--- src/rtl/sipo_pkg.sv ---
`default_nettype none
// ============================================================================
// Module  : sipo_pkg
// Brief   : Shared state encoding and default frame width for sipo_rx_ctrl.
// Revision: 1.0
// ============================================================================
package sipo_pkg;

  localparam int c_WIDTH_DEFAULT = 4;

  typedef enum logic [1:0] {
    IDLE  = 2'd0,
    SHIFT = 2'd1,
    STOP  = 2'd2
  } state_e;

endpackage
`default_nettype wire

--- src/rtl/sipo_rx_ctrl_if.sv ---
`default_nettype none
// ============================================================================
// Module  : sipo_rx_ctrl_if
// Brief   : Serial input, holding-register handshake and status of the receiver.
// Revision: 1.0
// ============================================================================
interface sipo_rx_ctrl_if
  import sipo_pkg::*;
#(
  parameter int WIDTH = c_WIDTH_DEFAULT
);

  logic             sdi;
  logic             sdi_en;
  logic [WIDTH-1:0] dout;
  logic             dout_valid;
  logic             dout_ready;
  logic             busy;
  logic             frame_err;
  logic             overrun;

  modport master (
    input  sdi, sdi_en, dout_ready,
    output dout, dout_valid, busy, frame_err, overrun
  );

  modport slave (
    output sdi, sdi_en, dout_ready,
    input  dout, dout_valid, busy, frame_err, overrun
  );

endinterface
`default_nettype wire

--- src/rtl/sipo_shift_en.sv ---
`default_nettype none
// ============================================================================
// Module  : sipo_shift_en
// Brief   : WIDTH-bit serial-in parallel-out register, enable and sync clear.
// Revision: 1.0
// ============================================================================
module sipo_shift_en
  import sipo_pkg::*;
#(
  parameter int WIDTH = c_WIDTH_DEFAULT
) (
  input  wire logic             clk,
  input  wire logic             clr_i,
  input  wire logic             en_i,
  input  wire logic             sd_i,
  output logic      [WIDTH-1:0] q_o
);

  logic [WIDTH-1:0] q_q;

  always_ff @(posedge clk) begin
    if (clr_i) begin
      q_q <= '0;
    end else if (en_i) begin
      q_q <= {q_q[WIDTH-2:0], sd_i};
    end
  end

  assign q_o = q_q;

endmodule
`default_nettype wire

--- src/rtl/sipo_rx_ctrl.sv ---
`default_nettype none
// ============================================================================
// Module  : sipo_rx_ctrl
// Brief   : Framed serial receiver (start 1, WIDTH bits MSB-first, stop 0).
// Revision: 1.0
// ============================================================================
module sipo_rx_ctrl
  import sipo_pkg::*;
#(
  parameter int WIDTH = c_WIDTH_DEFAULT
) (
  input wire logic      clk,
  input wire logic      reset,
  sipo_rx_ctrl_if.master bus
);

  localparam int              c_CW   = (WIDTH > 1) ? $clog2(WIDTH) : 1;
  localparam logic [c_CW-1:0] c_LAST = c_CW'(WIDTH - 1);

  state_e           state_q, state_d;
  logic [c_CW-1:0]  cnt_q, cnt_d;
  logic [WIDTH-1:0] dout_q, dout_d;
  logic             dout_valid_q, dout_valid_d;
  logic             frame_err_q, frame_err_d;
  logic             overrun_q, overrun_d;
  logic             shift_en;
  logic [WIDTH-1:0] sr_w;

  sipo_shift_en #(
    .WIDTH (WIDTH)
  ) u_sr (
    .clk   (clk),
    .clr_i (reset),
    .en_i  (shift_en),
    .sd_i  (bus.sdi),
    .q_o   (sr_w)
  );

  always_ff @(posedge clk) begin
    if (reset) begin
      state_q      <= IDLE;
      cnt_q        <= '0;
      dout_q       <= '0;
      dout_valid_q <= 1'b0;
      frame_err_q  <= 1'b0;
      overrun_q    <= 1'b0;
    end else begin
      state_q      <= state_d;
      cnt_q        <= cnt_d;
      dout_q       <= dout_d;
      dout_valid_q <= dout_valid_d;
      frame_err_q  <= frame_err_d;
      overrun_q    <= overrun_d;
    end
  end

  always_comb begin
    state_d      = state_q;
    cnt_d        = cnt_q;
    dout_d       = dout_q;
    dout_valid_d = dout_valid_q & ~bus.dout_ready;
    frame_err_d  = 1'b0;
    overrun_d    = 1'b0;
    shift_en     = 1'b0;

    case (state_q)
      IDLE: begin
        if (bus.sdi_en && bus.sdi) begin
          state_d = SHIFT;
          cnt_d   = '0;
        end
      end
      SHIFT: begin
        if (bus.sdi_en) begin
          shift_en = 1'b1;
          if (cnt_q == c_LAST) begin
            state_d = STOP;
            cnt_d   = '0;
          end else begin
            cnt_d = cnt_q + c_CW'(1);
          end
        end
      end
      STOP: begin
        if (bus.sdi_en) begin
          state_d = IDLE;
          if (bus.sdi) begin
            frame_err_d = 1'b1;
          // A same-edge drain frees the holding register for the new word.
          end else if (!dout_valid_q || bus.dout_ready) begin
            dout_d       = sr_w;
            dout_valid_d = 1'b1;
          end else begin
            overrun_d = 1'b1;
          end
        end
      end
      default: state_d = IDLE;
    endcase
  end

  assign bus.dout       = dout_q;
  assign bus.dout_valid = dout_valid_q;
  assign bus.busy       = (state_q != IDLE);
  assign bus.frame_err  = frame_err_q;
  assign bus.overrun    = overrun_q;

endmodule
`default_nettype wire

--- src/flat_wrapper.sv ---
// flat-port wrapper written by rule: the top's interface ports become plain ports
module sipo_rx_ctrl_flat import sipo_pkg::*;
#(
  parameter int WIDTH = c_WIDTH_DEFAULT
)
  (clk, reset, bus_sdi, bus_sdi_en, bus_dout_ready, bus_dout, bus_dout_valid, bus_busy, bus_frame_err, bus_overrun);
  sipo_rx_ctrl_if #(.WIDTH(WIDTH)) bus_i ();
  input wire logic clk;
  input wire logic reset;
  input wire logic [$bits(bus_i.sdi)-1:0] bus_sdi;
  input wire logic [$bits(bus_i.sdi_en)-1:0] bus_sdi_en;
  input wire logic [$bits(bus_i.dout_ready)-1:0] bus_dout_ready;
  output wire logic [$bits(bus_i.dout)-1:0] bus_dout;
  output wire logic [$bits(bus_i.dout_valid)-1:0] bus_dout_valid;
  output wire logic [$bits(bus_i.busy)-1:0] bus_busy;
  output wire logic [$bits(bus_i.frame_err)-1:0] bus_frame_err;
  output wire logic [$bits(bus_i.overrun)-1:0] bus_overrun;
  assign bus_i.sdi = bus_sdi;
  assign bus_i.sdi_en = bus_sdi_en;
  assign bus_i.dout_ready = bus_dout_ready;
  assign bus_dout = bus_i.dout;
  assign bus_dout_valid = bus_i.dout_valid;
  assign bus_busy = bus_i.busy;
  assign bus_frame_err = bus_i.frame_err;
  assign bus_overrun = bus_i.overrun;
  sipo_rx_ctrl #(.WIDTH(WIDTH)) u_core (.clk(clk), .reset(reset), .bus(bus_i));
endmodule
--- config.mk ---
export PLATFORM = sky130hd
export DESIGN_NAME = sipo_rx_ctrl_flat
export DESIGN_NICKNAME = d
export VERILOG_FILES = /design/src/rtl/sipo_pkg.sv /design/src/rtl/sipo_rx_ctrl_if.sv /design/src/rtl/sipo_shift_en.sv /design/src/rtl/sipo_rx_ctrl.sv /design/src/flat_wrapper.sv
export SDC_FILE = /design/constraint.sdc
export NUM_CORES = 1
export LEC_CHECK = 0
export CELL_PAD_IN_SITES_DETAIL_PLACEMENT = 0
export CELL_PAD_IN_SITES_GLOBAL_PLACEMENT = 1
export CORE_AREA = 2 2 63 50
export DETAILED_ROUTE_END_ITERATION = 6
export DIE_AREA = 0 0 65 52
export PLACE_DENSITY = 0.59
export SLEW_MARGIN = 10
export SYNTH_ARGS = -nofsm -noshare
export SYNTH_HDL_FRONTEND = slang
export SYNTH_SLANG_ARGS = --single-unit
--- constraint.sdc ---
create_clock -name clk -period 2.1 [get_ports clk]
set_input_delay 0.42 -clock clk [delete_from_list [all_inputs] [get_ports clk]]
set_output_delay 0.42 -clock clk [all_outputs]
set_load 0.05 [all_outputs]
# After elaboration in Yosys (flattened, before gate mapping)

Cells that the tools add are included.

Add/sub/neg operators: 1
Equal/unequal tests: 7
Mux-type cells: 17
Bitwise gates (word level): 5
Reduce and logical (&&, ||, !) cells: 11

Operators with widths:

| operator            | count |
|---|---|
| $mux 2              | 7 |
| $mux 1              | 8 |
| $reduce_and 4->1    | 2 |
| $pmux 2 s3          | 1 |
| $eq 2x2->1 const B  | 2 |
| $ne 2x1->1 const B  | 2 |
| $ne 2x2->1 const B  | 2 |
| $not 1->1           | 4 |
| $pmux 2 s2          | 1 |
| $reduce_bool 2->1   | 2 |
| $reduce_or 4->1     | 1 |
| $reduce_and 3->1    | 1 |
| $reduce_or 3->1     | 1 |
| $add 2x1->2 const B | 1 |
| $eq 2x1->1 const B  | 1 |
| $logic_not 2->1     | 1 |
| $and 1x1->1         | 1 |
| $logic_and 1x1->1   | 1 |
| $logic_not 1->1     | 1 |
| $logic_or 1x1->1    | 1 |

Bits in registers: 15
Input port bits: 5
Output and inout port bits: 8
Logic and storage cells: 48

# Depth between registers and ports, before layout

Gate-level depths: netlist of the first run.

Word-level depth: 6
Depth in mapped cells: 5
Mapped depth without buffers: 4

# Cells and area by module

Synthesis of the first run repeated with hierarchy kept, for this count alone.

Cell total of the unflattened synthesis: 64
Area, all modules: 651.9 um^2

By module, submodules not included:

| module        | instances | cells an instance | area each (um^2) | seq. area each (um^2) |
|---|---|---|---|---|
| sipo_rx_ctrl  | 1         | 51                | 511.7            | 220.2 |
| sipo_shift_en | 1         | 13                | 140.1            | 80.1 |

# Least setup slack after synthesis of the first run

OpenSTA, ideal clock, no wires.

Kind: flip-flop to flip-flop
Start point: register u_core.dout_valid_q (netlist: u_core.bus.dout_valid)
End point: register u_core.dout_q[0] (netlist: u_core.bus.dout[0])
Library setup time: 0.118 ns
Data arrival time: 1.138 ns
Data required time: 1.982 ns
Slack: 0.843 ns
Stages on the path, launching flop included: 5
Buffers on the path: 1
Clock period less this slack: 1.257 ns
Cell sequence: dfxtp_1 > nand2b_1 > nor2b_2 > buf_6 > mux2i_1

Longest elaborated chain between the ends: 3

Ends and longest elaborated chain:

| what                       | line               | source |
|---|---|---|
| from (decl)                | sipo_rx_ctrl.sv:23 | `logic dout_valid_q, dout_valid_d;` |
| from (signal assigned)     | sipo_rx_ctrl.sv:51 | `dout_valid_q <= dout_valid_d;` |
| $logic_not 1->1            | sipo_rx_ctrl.sv:90 | `end else if (!dout_valid_q \|\| bus.dout_ready) begin` |
| $logic_or 1x1->1           | sipo_rx_ctrl.sv:90 |  |
| $reduce_and 4->1 (no line) | n/a                |  |
| to (signal assigned)       | sipo_rx_ctrl.sv:50 | `dout_q <= dout_d;` |
| to (decl)                  | sipo_rx_ctrl.sv:22 | `logic [WIDTH-1:0] dout_q, dout_d;` |

No other way between the ends.
A chain may end at the register's enable or synchronous reset.

# Worst setup path in the final report of the first run

Start point: register u_core.dout_q[2] (netlist: u_core.bus.dout[2])
End point: output port bus_dout[2]

RTL lines:

| what      | line               | source |
|---|---|---|
| to (decl) | flat_wrapper.sv:13 | `output wire logic [$bits(bus_i.dout)-1:0] bus_dout;` |

No word-level cell between the ends.

==> impl_metrics.env, run 1 <==
export IMPL_avgSynthCellArea_sq_um=10.0
export IMPL_area_growth_pct=28.4
export IMPL_fin_crit_sh=0.859
export IMPL_post_cts_resized=0
export IMPL_mostFrequentLayoutCells="15 x dfxtp_1, 11 x clkdlybuf4s50_1, 10 x nand2b_1"
export IMPL_vias=478
export IMPL_required_ns=1.68
export IMPL_start_util=0.234
export IMPL_drc=0
export IMPL_grt_overflow_total=0
export IMPL_worstHoldPathType="reg2reg"
export IMPL_ios=13
export IMPL_place_congestion=0.652
export IMPL_grtUsageTotal=0.0869
export IMPL_avgViaCountPerCell=4.16
export IMPL_run_status="finished, final reports clean"
export IMPL_drt_wl_total_um=1180
export IMPL_rsz0062_at_grt="no"
export IMPL_yosysSeqAreaShare=0.460
export IMPL_fin_skew_ns=0.00243
export IMPL_final_layout_size_suffix_gt1_frac=0.117
export IMPL_ant_nets=0
export IMPL_num_rows=17
export IMPL_die_area_sq_um=3380
export IMPL_power_w=0.000558
export IMPL_cts_tree="done"
export IMPL_insertion_delay_ns=0.24
export IMPL_drv_slew=0
export IMPL_hold_viol=0
export IMPL_arrival_ns=1.38
export IMPL_antenna_cells=0
export IMPL_dp_slack_ns=0.287
export IMPL_antenna_found_initial=0
export IMPL_numCtsBuffers=3
export IMPL_cts_hold_buf=0
export IMPL_setup_violations=0
export IMPL_synth_cell_types=20
export IMPL_worst_path_largest_cell_delay_ns=0.80
export IMPL_syn_nets=71
export IMPL_hpwl_um=830
export IMPL_synthesis_yosys_warnings=0
export IMPL_end_kind="primary output"
export IMPL_clock_path_buffers=2
export IMPL_io_buffers=12
export IMPL_path_clk_slew_ns=0.06
export IMPL_power_per_cell_area_nw_per_um2=665
export IMPL_setup_tns_ns=0
export IMPL_final_common_cell="dfxtp_1"
export IMPL_worst_slew_pin_slew_ns=0.590
export IMPL_drtIter0Drc=7
export IMPL_syn_inst=65
export IMPL_path_delay_family="buffers and inverters"
export IMPL_die_x_um=65
export IMPL_coreArea_sq_um=2790
export IMPL_grt_pass1_vias=473
export IMPL_ys_ff_latch=15
export IMPL_die_h_um=52
export IMPL_setup_ws_ns=0.297
export IMPL_path_cells="clkdlybuf4s50_1"
export IMPL_htree_levels=1
export IMPL_maxCapViolCount=0
export IMPL_firstDrtPassIters=4
export IMPL_wire_per_inst_um=10.3
export IMPL_num_nets_final=84
export IMPL_grt_max_degree=20
export IMPL_cts_sink_count=15
export IMPL_grt_pass1_wl_um=2150
export IMPL_critPathSlowestCell="clkdlybuf4s50_1"
export IMPL_crit_path_start_kind="register"
export IMPL_peakVddDrop_mv=0.258
export IMPL_path_buf_inv=1
export IMPL_leakagePower_nw=0.307
export IMPL_cp_max_fo=2
export IMPL_relSlewSlack=0.606
export IMPL_layout_min_cycle_time_ns=1.80
export IMPL_cts_root_buf="clkbuf_8"
export IMPL_fmax_mhz=555
export IMPL_cts_setup_buffers=0
export IMPL_synth_area_sq_um=653
export IMPL_criticalPathCategory="reg2out"
-- cell families after synthesis --
logic type | synth area share
flip-flops | 0.460
multiplexers | 0.123
adder cells (fa/ha/maj) | 0.0192
buffers and inverters | 0.0498
AND/OR/NAND/NOR | 0.295
AO/OA/AOI/OAI | 0.0536
-- worst paths after layout --
kind / to / depth (start not counted) / slack [ns] / from
max: bus_dout[2] / 1 / 0.30 / u_core.bus.dout[2]$_SDFFE_PP0P_
min: u_core.bus.dout[3]$_SDFFE_PP0P_ / 2 / 0.48 / u_core.u_sr.q_o[3]$_SDFFE_PP0P_
max reg2reg: u_core.bus.dout[0]$_SDFFE_PP0P_ / 3 / 0.81 / u_core.state_q[0]$_SDFFE_PP0P_
min reg2reg: u_core.bus.dout[3]$_SDFFE_PP0P_ / 2 / 0.48 / u_core.u_sr.q_o[3]$_SDFFE_PP0P_
-- where the power goes --
group | total [W] | internal, W | switching [W]
sequential | 0.000292 | 0.000288 | 0.00000469
clock | 0.000227 | 0.000134 | 0.0000929
combinational | 0.0000384 | 0.0000192 | 0.0000193
total | 0.000558 | 0.000441 | 0.000117
-- cells in the mapped netlist, drive strengths merged --
| library cell | count | area [sq um] |
|---|---|---|
| dfxtp | 15 | 300 |
| nand2b | 10 | 62.6 |
| mux2i | 8 | 80.1 |
| nor2 | 7 | 26.3 |
| a21oi | 5 | 25.0 |
| buf | 4 | 28.8 |
| nand4b | 4 | 35.0 |
| o21ai | 2 | 10.0 |
| and3 | 1 | 6.26 |
| clkbuf | 1 | 3.75 |
| ha | 1 | 12.5 |
| nand3b | 1 | 11.3 |
| nand4bb | 1 | 16.3 |
| nor2b | 1 | 8.76 |
| nor3 | 1 | 5.00 |
| nor4 | 1 | 6.26 |
| or2 | 1 | 6.26 |
| or3b | 1 | 8.76 |
-- through the flow --
step | hold slack, ns | utilization | area, sq um | cells
4_1_cts | 0.485 | 0.301 | 838 | 115
3_5_place_dp | 0.469 | 0.285 | 793 | 111
5_1_grt | 0.518 | 0.301 | 838 | 115
3_3_place_gp | 0.472 | 0.285 | 793 | 111
6_report | 0.478 | 0.301 | 838 | 115
2_1_floorplan | 0.452 | - | 653 | 65
-- flip-flops by register name, indices dropped and copies added, names as in the netlist --
signal,count
u_core.state_q,2
u_core.bus.overrun,1
u_core.bus.dout_valid,1
u_core.u_sr.q_o,4
u_core.bus.frame_err,1
u_core.cnt_q,2
u_core.bus.dout,4
-- final cells by class --
class	count	area [sq um]
Multi-Input combinational cell	45	320
Fill cell	294	1950
Clock buffer	4	45.0
Tap cell	38	47.5
Timing Repair Buffer	13	125
Sequential cell	15	300
-- routing by layer --
layer  track usage  up-vias  wire length (um)
li1              -      246                 -
met1         0.109      217               604
met2         0.125       13               491
met3        0.0390        2                69
met4        0.0426        0                19
met5             0        -                 0
-- worst min-delay path: stages (launching register included) --
cell and delay (ns):
dfxtp_1 0.31, nand2b_1 0.06, mux2i_1 0.06
Note: power is estimated with default switching activity, not from simulation.
==> run 2: changes to the inputs <==
--- a/config.mk
+++ b/config.mk
@@ -5,6 +5,7 @@
 export SDC_FILE = /design/constraint.sdc
 export NUM_CORES = 1
 export LEC_CHECK = 0
+export CAP_MARGIN = 15
 export CELL_PAD_IN_SITES_DETAIL_PLACEMENT = 0
 export CELL_PAD_IN_SITES_GLOBAL_PLACEMENT = 1
 export CORE_AREA = 2 2 63 50
==> constraint.sdc (replaced) <==
create_clock -name clk -period 2.2 [get_ports clk]
set_input_delay 0.44 -clock clk [delete_from_list [all_inputs] [get_ports clk]]
set_output_delay 0.44 -clock clk [all_outputs]
set_load 0.05 [all_outputs]
==> impl_metrics.env, run 2 (synthesis results as in run 1) <==
export IMPL_seq_area_sq_um=300
export IMPL_placed_area_sq_um=793
export IMPL_fin_crit_sh=0.834
export IMPL_cts_tree="done"
export IMPL_path_buf_inv=1
export IMPL_die_area_sq_um=3380
export IMPL_numCtsBuffers=3
export IMPL_arrival_ns=1.39
export IMPL_die_h_um=52
export IMPL_grt_overflow_total=0
export IMPL_path_clk_slew_ns=0.06
export IMPL_post_cts_resized=0
export IMPL_multiInputGateArea_sq_um=320
export IMPL_antenna_found_initial=0
export IMPL_place_congestion=0.674
export IMPL_peakVddDrop_mv=0.239
export IMPL_fillers=292
export IMPL_final_common_cell="dfxtp_1"
export IMPL_drv_slew=0
export IMPL_vias=458
export IMPL_coreArea_sq_um=2790
export IMPL_cts_setup_buffers=0
export IMPL_drc=0
export IMPL_hold_ws_ns=0.471
export IMPL_maxCapViolCount=0
export IMPL_path_delay_family="buffers and inverters"
export IMPL_num_rows=17
export IMPL_wire_per_inst_um=10.2
export IMPL_cts_hold_buf=0
export IMPL_num_nets_final=84
export IMPL_power_per_cell_area_nw_per_um2=636
export IMPL_mostFrequentLayoutCells="15 x dfxtp_1, 11 x clkdlybuf4s50_1, 10 x nand2b_1"
export IMPL_worstHoldPathType="reg2reg"
export IMPL_path_cells="clkdlybuf4s50_1"
export IMPL_grt_pass1_vias=471
export IMPL_firstDrtPassIters=2
export IMPL_hold_viol=0
export IMPL_hpwl_um=829
export IMPL_start_util=0.234
export IMPL_cts_root_buf="clkbuf_8"
export IMPL_fin_area_sq_um=840
export IMPL_drt_wl_total_um=1170
export IMPL_grt_max_degree=20
export IMPL_layout_min_cycle_time_ns=1.83
export IMPL_rsz0062_at_grt="no"
export IMPL_clock_path_buffers=2
export IMPL_die_x_um=65
export IMPL_grtUsageTotal=0.0859
export IMPL_criticalPathCategory="reg2out"
export IMPL_area_growth_pct=28.5
export IMPL_grt_pass1_wl_um=2130
export IMPL_critPathSlowestCell="clkdlybuf4s50_1"
export IMPL_io_buffers=12
export IMPL_setup_violations=0
export IMPL_insertion_delay_ns=0.25
export IMPL_end_kind="primary output"
export IMPL_relSlewSlack=0.620
export IMPL_antenna_cells=0
export IMPL_final_layout_size_suffix_gt1_frac=0.130
export IMPL_worst_path_largest_cell_delay_ns=0.80
export IMPL_run_status="finished, final reports clean"
export IMPL_avgViaCountPerCell=3.98
export IMPL_worst_slew_pin_slew_ns=0.569
export IMPL_leakagePower_nw=0.309
export IMPL_cts_sink_count=15
export IMPL_ios=13
export IMPL_setup_tns_ns=0
export IMPL_required_ns=1.76
export IMPL_crit_path_start_kind="register"
export IMPL_htree_levels=1
export IMPL_ant_nets=0
export IMPL_fmax_mhz=545
export IMPL_cp_max_fo=2
export IMPL_drtIter0Drc=14
export IMPL_fin_skew_ns=0.00647
## run 2: path summary, 6_finish.rpt
| check | to | slack (ns) | start | cells past startpoint |
|---|---|---|---|---|
| worst min-delay path | u_core.bus.dout[3]$_SDFFE_PP0P_ | 0.47 | u_core.u_sr.q_o[3]$_SDFFE_PP0P_ | 2 |
| worst max-delay path | bus_dout[0] | 0.37 | u_core.bus.dout[0]$_SDFFE_PP0P_ | 1 |
| worst max register to register | u_core.bus.dout[2]$_SDFFE_PP0P_ | 0.92 | u_core.state_q[0]$_SDFFE_PP0P_ | 3 |
| worst min register to register | u_core.bus.dout[3]$_SDFFE_PP0P_ | 0.47 | u_core.u_sr.q_o[3]$_SDFFE_PP0P_ | 2 |
## run 2: layer usage
layer  routed length (um)  vias to the layer above  GRT usage
met5                    0                        -          0
met4                   19                        0     0.0426
met3                   47                        2     0.0390
met2                  431                       10      0.119
met1                  670                      200      0.112
li1                     -                      246          -
## run 2: worst register-to-register path, cell delays in order (launching register included)
cell and delay (ns):
dfxtp_1 0.41, nand4bb_2 0.30, nor2b_2 0.29, mux2i_1 0.22
## run 2: final cells by class
| cell class | count | share of cell area |
|---|---|---|
| timing repair buffer | 13 | 0.149 |
| tap | 38 | 0.0566 |
| multi-input combinational | 45 | 0.382 |
| clock buffer | 3 | 0.0492 |
| clock inverter | 1 | 0.00596 |
| sequential | 15 | 0.358 |
## run 2: through the flow
step	util	setup slack [ns]	total power, W	instances
floorplan	-	0.924	0.000310	65
finish	0.301	0.365	0.000534	115
global placement	0.285	0.390	0.000322	111
CTS	0.301	0.345	0.000545	115
detailed placement	0.285	0.363	0.000322	111
global route	0.301	0.308	0.000569	115
## run 2: report_power, final
group / switching [W] / internal [W]
logic: 0.0000183 / 0.0000183
registers: 0.00000455 / 0.000275
clock network: 0.0000934 / 0.000125
